**src/rtl/j1_io_bank_if.sv**
```systemverilog
// j1 io bus: strobes, one-hot address, write data and read-back data.
// The core drives the master side, the io bank is the slave.
interface j1_io_bank_if #(
  parameter int WIDTH = 32
);
  logic             io_rd;
  logic             io_wr;
  logic [15:0]      io_addr;
  logic [WIDTH-1:0] io_dout;
  logic [WIDTH-1:0] io_din;

  modport master (
    output io_rd, io_wr, io_addr, io_dout,
    input  io_din
  );

  modport slave (
    input  io_rd, io_wr, io_addr, io_dout,
    output io_din
  );
endinterface

```
**src/rtl/j1_io_bank.sv**
```systemverilog
// j1 io bank: GPIO ports, ticks timer with overflow irq, UART TX glue
// and a UART RX FIFO, all decoded from the one-hot io_addr bus.
module j1_io_bank #(
  parameter int WIDTH   = 32,
  parameter int NPORTS  = 3,
  parameter int RXDEPTH = 8
) (
  input  logic                     clk,
  input  logic                     reset,
  j1_io_bank_if.slave              bus,
  output logic                     interrupt_request,
  output logic                     uart_tx_wr,
  output logic [7:0]               uart_tx_data,
  input  logic                     uart_tx_busy,
  input  logic                     uart_rx_valid,
  input  logic [7:0]               uart_rx_data,
  input  logic [NPORTS*WIDTH-1:0]  gpio_in,
  output logic [NPORTS*WIDTH-1:0]  gpio_out,
  output logic [NPORTS*WIDTH-1:0]  gpio_oe
);

  localparam int AW = $clog2(RXDEPTH);
  localparam int CW = AW + 1;
  localparam int PW = NPORTS * WIDTH;

  logic [PW-1:0]    r_sync1;
  logic [PW-1:0]    r_sync2;
  logic [PW-1:0]    r_out;
  logic [PW-1:0]    r_oe;
  logic [WIDTH-1:0] r_ticks;
  logic             r_irq_pend;
  logic             r_irq;
  logic [7:0]       r_mem [RXDEPTH];
  logic [AW-1:0]    r_wp;
  logic [AW-1:0]    r_rp;
  logic [CW-1:0]    r_count;
  logic             r_ovf;

  logic             w_ld_ticks;
  logic             w_wrap;
  logic             w_irq_ack;
  logic             w_empty;
  logic             w_full;
  logic             w_pop;
  logic             w_push;
  logic             w_drop;
  logic             w_ovf_clr;
  logic [WIDTH-1:0] w_din;
  logic             w_unused_addr;

  assign w_ld_ticks = bus.io_wr & bus.io_addr[14];
  assign w_wrap     = !w_ld_ticks && (&r_ticks);
  assign w_irq_ack  = bus.io_wr & bus.io_addr[15]
                    & bus.io_dout[0];
  assign w_empty    = (r_count == '0);
  assign w_full     = (r_count == CW'(RXDEPTH));
  assign w_pop      = bus.io_rd & bus.io_addr[12] & !w_empty;
  // A pop frees the slot, so a push into a full FIFO still lands.
  assign w_push     = uart_rx_valid & (!w_full | w_pop);
  assign w_drop     = uart_rx_valid & w_full & !w_pop;
  assign w_ovf_clr  = bus.io_wr & bus.io_addr[13]
                    & bus.io_dout[2];
  assign w_unused_addr = ^bus.io_addr;

  assign uart_tx_wr   = bus.io_wr & bus.io_addr[12];
  assign uart_tx_data = bus.io_dout[7:0];
  assign gpio_out     = r_out;
  assign gpio_oe      = r_oe;
  assign interrupt_request = r_irq;

  always_ff @(posedge clk) begin
    if (reset) begin
      r_sync1 <= '0;
      r_sync2 <= '0;
      r_out   <= '0;
      r_oe    <= '0;
    end else begin
      r_sync1 <= gpio_in;
      r_sync2 <= r_sync1;
      for (int k = 0; k < NPORTS; k++) begin
        if (bus.io_wr && bus.io_addr[4*k+1])
          r_out[k*WIDTH +: WIDTH] <= bus.io_dout;
        if (bus.io_wr && bus.io_addr[4*k+2])
          r_oe[k*WIDTH +: WIDTH] <= bus.io_dout;
      end
    end
  end

  always_ff @(posedge clk) begin
    if (reset) begin
      r_ticks    <= '0;
      r_irq      <= 1'b0;
      r_irq_pend <= 1'b0;
    end else begin
      r_ticks <= w_ld_ticks ? bus.io_dout
                            : r_ticks + WIDTH'(1);
      r_irq   <= w_wrap;
      if (w_wrap)
        r_irq_pend <= 1'b1;
      else if (w_irq_ack)
        r_irq_pend <= 1'b0;
    end
  end

  always_ff @(posedge clk) begin
    if (reset) begin
      r_wp    <= '0;
      r_rp    <= '0;
      r_count <= '0;
      r_ovf   <= 1'b0;
    end else begin
      if (w_push)
        r_wp <= r_wp + AW'(1);
      if (w_pop)
        r_rp <= r_rp + AW'(1);
      r_count <= r_count + CW'(w_push) - CW'(w_pop);
      if (w_drop)
        r_ovf <= 1'b1;
      else if (w_ovf_clr)
        r_ovf <= 1'b0;
    end
  end

  always_ff @(posedge clk) begin
    if (w_push)
      r_mem[r_wp] <= uart_rx_data;
  end

  always_comb begin
    w_din = '0;
    for (int k = 0; k < NPORTS; k++) begin
      if (bus.io_addr[4*k])
        w_din = w_din | r_sync2[k*WIDTH +: WIDTH];
      if (bus.io_addr[4*k+1])
        w_din = w_din | r_out[k*WIDTH +: WIDTH];
      if (bus.io_addr[4*k+2])
        w_din = w_din | r_oe[k*WIDTH +: WIDTH];
    end
    if (bus.io_addr[12] && !w_empty)
      w_din = w_din | {{(WIDTH-8){1'b0}}, r_mem[r_rp]};
    if (bus.io_addr[13])
      w_din = w_din | {{(WIDTH-4){1'b0}}, r_irq_pend,
                       r_ovf, !w_empty, !uart_tx_busy};
    if (bus.io_addr[14])
      w_din = w_din | r_ticks;
    if (bus.io_addr[15])
      w_din = w_din | {{(WIDTH-1){1'b0}}, r_irq_pend};
  end

  assign bus.io_din = w_din;

endmodule

```
**src/flat_wrapper.sv**
```systemverilog
// flat-port wrapper written by rule: the top's interface ports become plain ports
module j1_io_bank_flat 
#(
  parameter int WIDTH   = 32,
  parameter int NPORTS  = 3,
  parameter int RXDEPTH = 8
)
  (clk, reset, interrupt_request, uart_tx_wr, uart_tx_data, uart_tx_busy, uart_rx_valid, uart_rx_data, gpio_in, gpio_out, gpio_oe, bus_io_rd, bus_io_wr, bus_io_addr, bus_io_dout, bus_io_din);
  j1_io_bank_if #(.WIDTH(WIDTH)) bus_i ();
  input  logic clk;
  input  logic reset;
  output logic interrupt_request;
  output logic uart_tx_wr;
  output logic [7:0] uart_tx_data;
  input  logic uart_tx_busy;
  input  logic uart_rx_valid;
  input  logic [7:0] uart_rx_data;
  input  logic [NPORTS*WIDTH-1:0] gpio_in;
  output logic [NPORTS*WIDTH-1:0] gpio_out;
  output logic [NPORTS*WIDTH-1:0] gpio_oe;
  input wire logic [$bits(bus_i.io_rd)-1:0] bus_io_rd;
  input wire logic [$bits(bus_i.io_wr)-1:0] bus_io_wr;
  input wire logic [$bits(bus_i.io_addr)-1:0] bus_io_addr;
  input wire logic [$bits(bus_i.io_dout)-1:0] bus_io_dout;
  output wire logic [$bits(bus_i.io_din)-1:0] bus_io_din;
  assign bus_i.io_rd = bus_io_rd;
  assign bus_i.io_wr = bus_io_wr;
  assign bus_i.io_addr = bus_io_addr;
  assign bus_i.io_dout = bus_io_dout;
  assign bus_io_din = bus_i.io_din;
  j1_io_bank #(.WIDTH(WIDTH), .NPORTS(NPORTS), .RXDEPTH(RXDEPTH)) u_core (.clk(clk), .reset(reset), .bus(bus_i), .interrupt_request(interrupt_request), .uart_tx_wr(uart_tx_wr), .uart_tx_data(uart_tx_data), .uart_tx_busy(uart_tx_busy), .uart_rx_valid(uart_rx_valid), .uart_rx_data(uart_rx_data), .gpio_in(gpio_in), .gpio_out(gpio_out), .gpio_oe(gpio_oe));
endmodule
```
**config.mk**
```make
export PLATFORM = sky130hd
export DESIGN_NAME = j1_io_bank_flat
export DESIGN_NICKNAME = d
export VERILOG_FILES = /design/src/rtl/j1_io_bank_if.sv /design/src/rtl/j1_io_bank.sv /design/src/flat_wrapper.sv
export SDC_FILE = /design/constraint.sdc
export NUM_CORES = 1
export LEC_CHECK = 0
export CAP_MARGIN = 40
export CORE_MARGIN = 4
export CORE_UTILIZATION = 50
export CTS_CLUSTER_DIAMETER = 100
export CTS_CLUSTER_SIZE = 40
export DETAILED_ROUTE_END_ITERATION = 8
export PLACE_DENSITY = 0.79
export SETUP_SLACK_MARGIN = 0.1
export SKIP_CTS_REPAIR_TIMING = 1
export SYNTH_ARGS = -nofsm -noshare
export SYNTH_HDL_FRONTEND = slang
export SYNTH_SLANG_ARGS = --single-unit
```
**constraint.sdc**
```tcl
create_clock -name clk -period 3.3 [get_ports clk]
set_input_delay 0.66 -clock clk [delete_from_list [all_inputs] [get_ports clk]]
set_output_delay 0.66 -clock clk [all_outputs]
set_load 0.05 [all_outputs]
```
==> results.tsv, run 1 <==
stage	metric	value	unit
grt	antenna_found_initial	5	
routing	drt-pass1-iter-count	8	
yosys	synth-seq-cells	496	
routing	num_vias	16120	
clocking	clk_pin_slew	140	ps
sta	max_freq	319.0	MHz
pwr	vdd_drop_max	0.0004949	V
routing	drc_errors	0	
yosys	synthFlopType	dfxtp_1	
setup_path	slowest_stage	mux4_2	
sta	finalCritPeriodShare	95.00	%
final_layout	nets	2387	
yosys	yosysSeqAreaShare	57.27	%
worst_hold_path	min_from	u_core.r_sync1[14]$_SDFF_PP0_	
sta	finalHoldViolations	0	
final_layout	area_delta_synth_final	26.73	%
clocking	numCtsBuffers	17	
clocking	cts_sinks	496	
pwr	power.density	529.0	nW/um2
grt	grt_usage	31.24	%
sta	setup_viol	0	
setup_path	r2r-start	u_core.r_count[2]$_SDFF_PP0_	
clocking	htree_levels	1	
grt	grt_overflow	0	
clocking	cts_tree	done	
setup_path	worst-path-max-fanout	16	
setup_path	cp.required	2640	ps
grt	grt_pass1_wl	97640	um
pwr	total_leakage_power	0.008314	uW
flow_run	maxCapViolations	0	
floorplan	die_area	40050	um2
clocking	clk_latency	560	ps
placement	dpl.hpwl	48140	um
pwr	total_power	12370	uW
outcome	status	complete, no violations	
routing	drtAntennaViolNets	0	
routing	viasPerCell	5.977	
final_layout	final_common_cell	dfxtp_1	
setup_path	start_kind	register	
yosys	ys_warn_count	0	
floorplan	die_y	200.1	um
floorplan	std_cell_rows	70	
sta	fin_crit	3135	ps
yosys	synth_edf_count	64	
yosys	async_reset_ff_share	0	%
yosys	synthCells	1909	
setup_path	slowest_delay	540	ps
floorplan	io_pins	392	
yosys	yosys.cell_types.count	46	
setup_path	worstPathCellList	buf_8 -> mux4_2 -> mux2i_1 -> o21ai_0 -> buf_12	
routing	routed_wirelength	66040	um
grt	grt_pass1_vias	15240	
grt	grt_max_degree	109	
floorplan	die_x	200.1	um
final_layout	drive_gt1_share	7.146	%
routing	dr.first_iter.drc_count	2272	
clocking	cts_root_buf	clkbuf_16	
sta	relSlewSlack	43.37	%
sta	final.setup.tns	0	ps
placement	gp_congestion	0.9601	
final_layout	final_cell_mix	dfxtp_1, nand2_1, clkdlybuf4s50_1	
placement	port_buffers	388	
sta	tightest_slew	841.6	ps
setup_path	worstSetupPathType	reg2out	
floorplan	design.core.area	36520	um2
final_layout	nFillCells	2969	
floorplan	start_util	50.54	%
setup_path	crit_path_end_kind	primary output	
setup_path	arrival	2480	ps
clocking	clock_path_buffers	3	
sta	clock_skew	30.97	ps
yosys	synth_area_per_cell	9.669	um2
routing	routedWlPerCell	24.50	um
yosys	syn-num-nets	2077	
sta	rsz0062_at_grt	no	
sta	slew_violations	0	
yosys	syn-cell-area	18460	um2
worst_hold_path	hp-class	reg2reg	
==> power by group <==
| part | switching, uW | leakage (uW) | internal (uW) |
|---|---|---|---|
| clock | 1890 | 0.000251 | 1020 |
| combinational | 1730 | 0.00393 | 1040 |
| sequential | 246 | 0.00414 | 6450 |
==> registers in the layout, indices dropped and copies added, names as in the netlist, named ones only <==
name	cells
u_core.gpio_oe	96
u_core.gpio_out	96
u_core.r_sync1	96
u_core.r_sync2	96
u_core.r_mem	64
u_core.r_ticks	32
u_core.r_count	4
u_core.r_rp	3
u_core.r_wp	3
u_core.interrupt_request	1
u_core.r_irq_pend	1
u_core.r_ovf	1
==> path summary, 6_finish.rpt <==
check                                  endpoint  slack (ps)  cells after the start
setup reg to reg   u_core.r_count[2]$_SDFF_PP0_         580                     12
hold reg to reg   u_core.r_sync2[14]$_SDFF_PP0_         430                      1
hold / removal    u_core.r_sync2[14]$_SDFF_PP0_         430                      1
setup / recovery                  bus_io_din[3]         160                      5
==> area by class of cell <==
type                    instances  area, um2  area share [%]
diodes                          3      7.507         0.03209
clock buffers                  19      432.9           1.851
clock inverters                 6      81.33          0.3477
inverters                      11      41.29          0.1765
multi-input cells            1249       7284           31.14
flip-flops and latches        496      10570           45.19
well taps                     468      585.6           2.503
repair buffers                444       4387           18.75
==> synth_stat cells, types with 11 or more instances <==
master,count,area share (%)
nand2_1,413,8.4
nand3_1,18,0.49
nand4_1,32,1.1
clkbuf_1,123,2.5
mux4_2,16,2.0
buf_1,16,0.33
nor2b_1,193,6.5
inv_1,11,0.22
a22oi_1,104,4.2
edfxtp_1,64,10
nor2_1,43,0.87
dfxtp_1,432,47
and4_1,14,0.66
a22o_1,26,1.2
and2_1,12,0.41
a221oi_1,30,1.4
nor4_1,15,0.51
a21oi_1,198,5.4
a211oi_1,19,0.77
==> critical path, delay by kind of cell (launching register included) <==
family / cells / cell delay, ps
AOI/OAI and AO/OA: 1 / 230
buffers and inverters: 2 / 420
DFF: 1 / 380
muxes: 2 / 870
==> per-stage QoR <==
step | instance area [um2] | instances | hold slack (ps) | utilization [%] | setup WS (ps)
5_1_grt | 23390 | 2696 | 441.1 | 64.05 | 108.1
4_1_cts | 23330 | 2693 | 433.3 | 63.87 | 1.187
3_5_place_dp | 22810 | 2668 | 420.4 | 62.47 | 177.0
2_1_floorplan | 18460 | 1909 | 413.8 | - | 208.6
3_3_place_gp | 22810 | 2668 | 419.1 | 62.47 | 159.1
6_report | 23390 | 2696 | 425.9 | 64.05 | 164.9
==> routing by layer <==
metal | track usage, % | up-vias | wire [um]
met1 | 43.64 | 7701 | 26540
li1 | - | 7225 | -
met5 | 0 | - | 26
met3 | 6.540 | 180 | 7222
met2 | 48.44 | 1005 | 29290
met4 | 11.46 | 4 | 2964
==> logic make-up after synthesis <==
kind of cell | share of synthesized area (%)
mux | 2.440
xor+xnor | 0.9016
flops | 57.27
simple gates | 20.61
compound gates | 14.52
fa+ha+maj | 0.7186
buf+inv | 3.538
Power figures use the tool's default switching activity.
==> run 2: changes to the inputs <==
--- a/config.mk
+++ b/config.mk
@@ -11,7 +11,8 @@
 export CTS_CLUSTER_DIAMETER = 100
 export CTS_CLUSTER_SIZE = 40
 export DETAILED_ROUTE_END_ITERATION = 8
-export PLACE_DENSITY = 0.79
+export DONT_BUFFER_PORTS = 1
+export PLACE_DENSITY = 0.68
 export SETUP_SLACK_MARGIN = 0.1
 export SKIP_CTS_REPAIR_TIMING = 1
 export SYNTH_ARGS = -nofsm -noshare
==> constraint.sdc (replaced) <==
create_clock -name clk -period 2.54 [get_ports clk]
set_input_delay 0.508 -clock clk [delete_from_list [all_inputs] [get_ports clk]]
set_output_delay 0.508 -clock clk [all_outputs]
set_load 0.05 [all_outputs]
==> results.tsv, run 2 (synthesized netlist as in run 1, its figures left out) <==
stage	metric	value	unit
routing	routed_wirelength	62570	um
flow_run	maxCapViolations	0	
sta	slew_violations	0	
routing	drtAntennaViolNets	0	
placement	dpl.hpwl	44680	um
placement	gp_congestion	1.007	
floorplan	die_x	200.1	um
sta	fin_crit	2800	ps
sta	fin_hold_ws	32.32	ps
sta	finalCritPeriodShare	110.2	%
final_layout	nFillCells	3102	
clocking	clk_latency	560	ps
sta	clock_skew	38.02	ps
final_layout	final_cell_mix	dfxtp_1, nand2_1, buf_4	
outcome	violations	negative setup slack	
sta	rsz0062_at_grt	yes	
pwr	total_power	15580	uW
floorplan	start_util	50.54	%
clocking	htree_levels	1	
pwr	total_leakage_power	0.007859	uW
sta	layout_setup_ws	-259.5	ps
floorplan	die_area	40050	um2
floorplan	die_y	200.1	um
grt	antenna_found_initial	2	
sta	tightest_slew	1479	ps
setup_path	start_kind	register	
routing	dr.first_iter.drc_count	1767	
setup_path	crit_path_end_kind	primary output	
clocking	cts_sinks	496	
routing	drt-pass1-iter-count	6	
floorplan	design.core.area	36520	um2
floorplan	std_cell_rows	70	
placement	placed_cell_area	20350	um2
grt	grt_max_degree	436	
final_layout	nets	2186	
sta	setup_viol	8	
routing	routedWlPerCell	25.08	um
sta	relSlewSlack	1.421	%
clocking	clock_path_buffers	3	
clocking	numCtsBuffers	17	
pwr	vdd_drop_max	0.0006948	V
floorplan	io_pins	392	
clocking	clk_pin_slew	150	ps
grt	grt_usage	29.16	%
final_layout	drive_gt1_share	16.45	%
routing	num_vias	14940	
setup_path	arrival	2290	ps
final_layout	area_delta_synth_final	15.05	%
clocking	cts_root_buf	clkbuf_16	
setup_path	worst-path-max-fanout	5	
clocking	cts_tree	done	
pwr	power.density	733.5	nW/um2
final_layout	final_common_cell	dfxtp_1	
routing	drc_errors	0	
sta	max_freq	357.2	MHz
routing	viasPerCell	5.989	
sta	finalHoldViolations	0	
placement	port_buffers	0	
setup_path	worstSetupPathType	reg2out	
final_layout	stdcell_area	21240	um2
grt	grt_pass1_wl	90560	um
grt	grt_overflow	0	
outcome	status	complete, but fails checks	
setup_path	cp.required	2030	ps
final_layout	fin_util	58.14	%
worst_hold_path	hp-class	in2reg	
grt	grt_pass1_vias	13670	
placement	place_ws	110.6	ps
-- run 2: changes by cell type in the layout (fill, tap and decap cells not counted), moves of 8 or more --
cell,delta
buf_6,+10
a221oi_2,+13
dfxtp_1,-13
clkdlybuf4s50_1,-339
buf_2,-9
buf_4,+144
a221oi_1,-14
buf_12,-8
-- run 2: power by group --
part	leakage (uW)	internal (uW)	switching (uW)
clock network	0.000245	1310	2420
registers	0.00414	8370	349
logic	0.00347	1210	1910
total	0.00786	10900	4680
-- run 2: metal layers --
metal	track usage, %	routed length [um]
met4	10.65	2810
met3	8.904	7359
met2	42.19	26530
met1	41.55	25870
met5	0	0
-- run 2: final timing paths --
| path | to | slack [ps] | start | cells past startpoint |
|---|---|---|---|---|
| hold reg to reg | u_core.r_sync2[49]$_SDFF_PP0_ | 420 | u_core.r_sync1[49]$_SDFF_PP0_ | 1 |
| setup reg to reg | u_core.r_count[2]$_SDFF_PP0_ | 220 | u_core.r_count[2]$_SDFF_PP0_ | 12 |
| setup / recovery | bus_io_din[2] | -260 | register | 6 |
| hold / removal | u_core.r_mem[0][2]$_DFFE_PP_ | 30 | uart_rx_data[2] | 0 |
-- run 2: final cells by class --
type                       count  area (um2)  area share, %
clock inverter                 5       72.57         0.3417
sequential                   496       10610          49.94
clock buffer                  20       436.7          2.056
antenna                        3       7.507        0.03535
tap                          468       585.6          2.757
timing repair buffer         243        2002          9.427
multi-input combinational   1249        7485          35.25
inverter                      11       41.29         0.1944
-- run 2: stage by stage --
step           std cells  TNS (ps)
6_report            2495     -1796
5_1_grt             2494     -2522
4_1_cts             2488     -3432
3_5_place_dp        2463         0
3_3_place_gp        2463         0
2_1_floorplan       1909         0
-- run 2: critical path, stage by stage, from the launching register on --
cell      delay, ps
dfxtp_4         420
buf_8           130
mux4_2          510
mux2i_2         180
buf_4           170
o211ai_1        100
buf_4           220
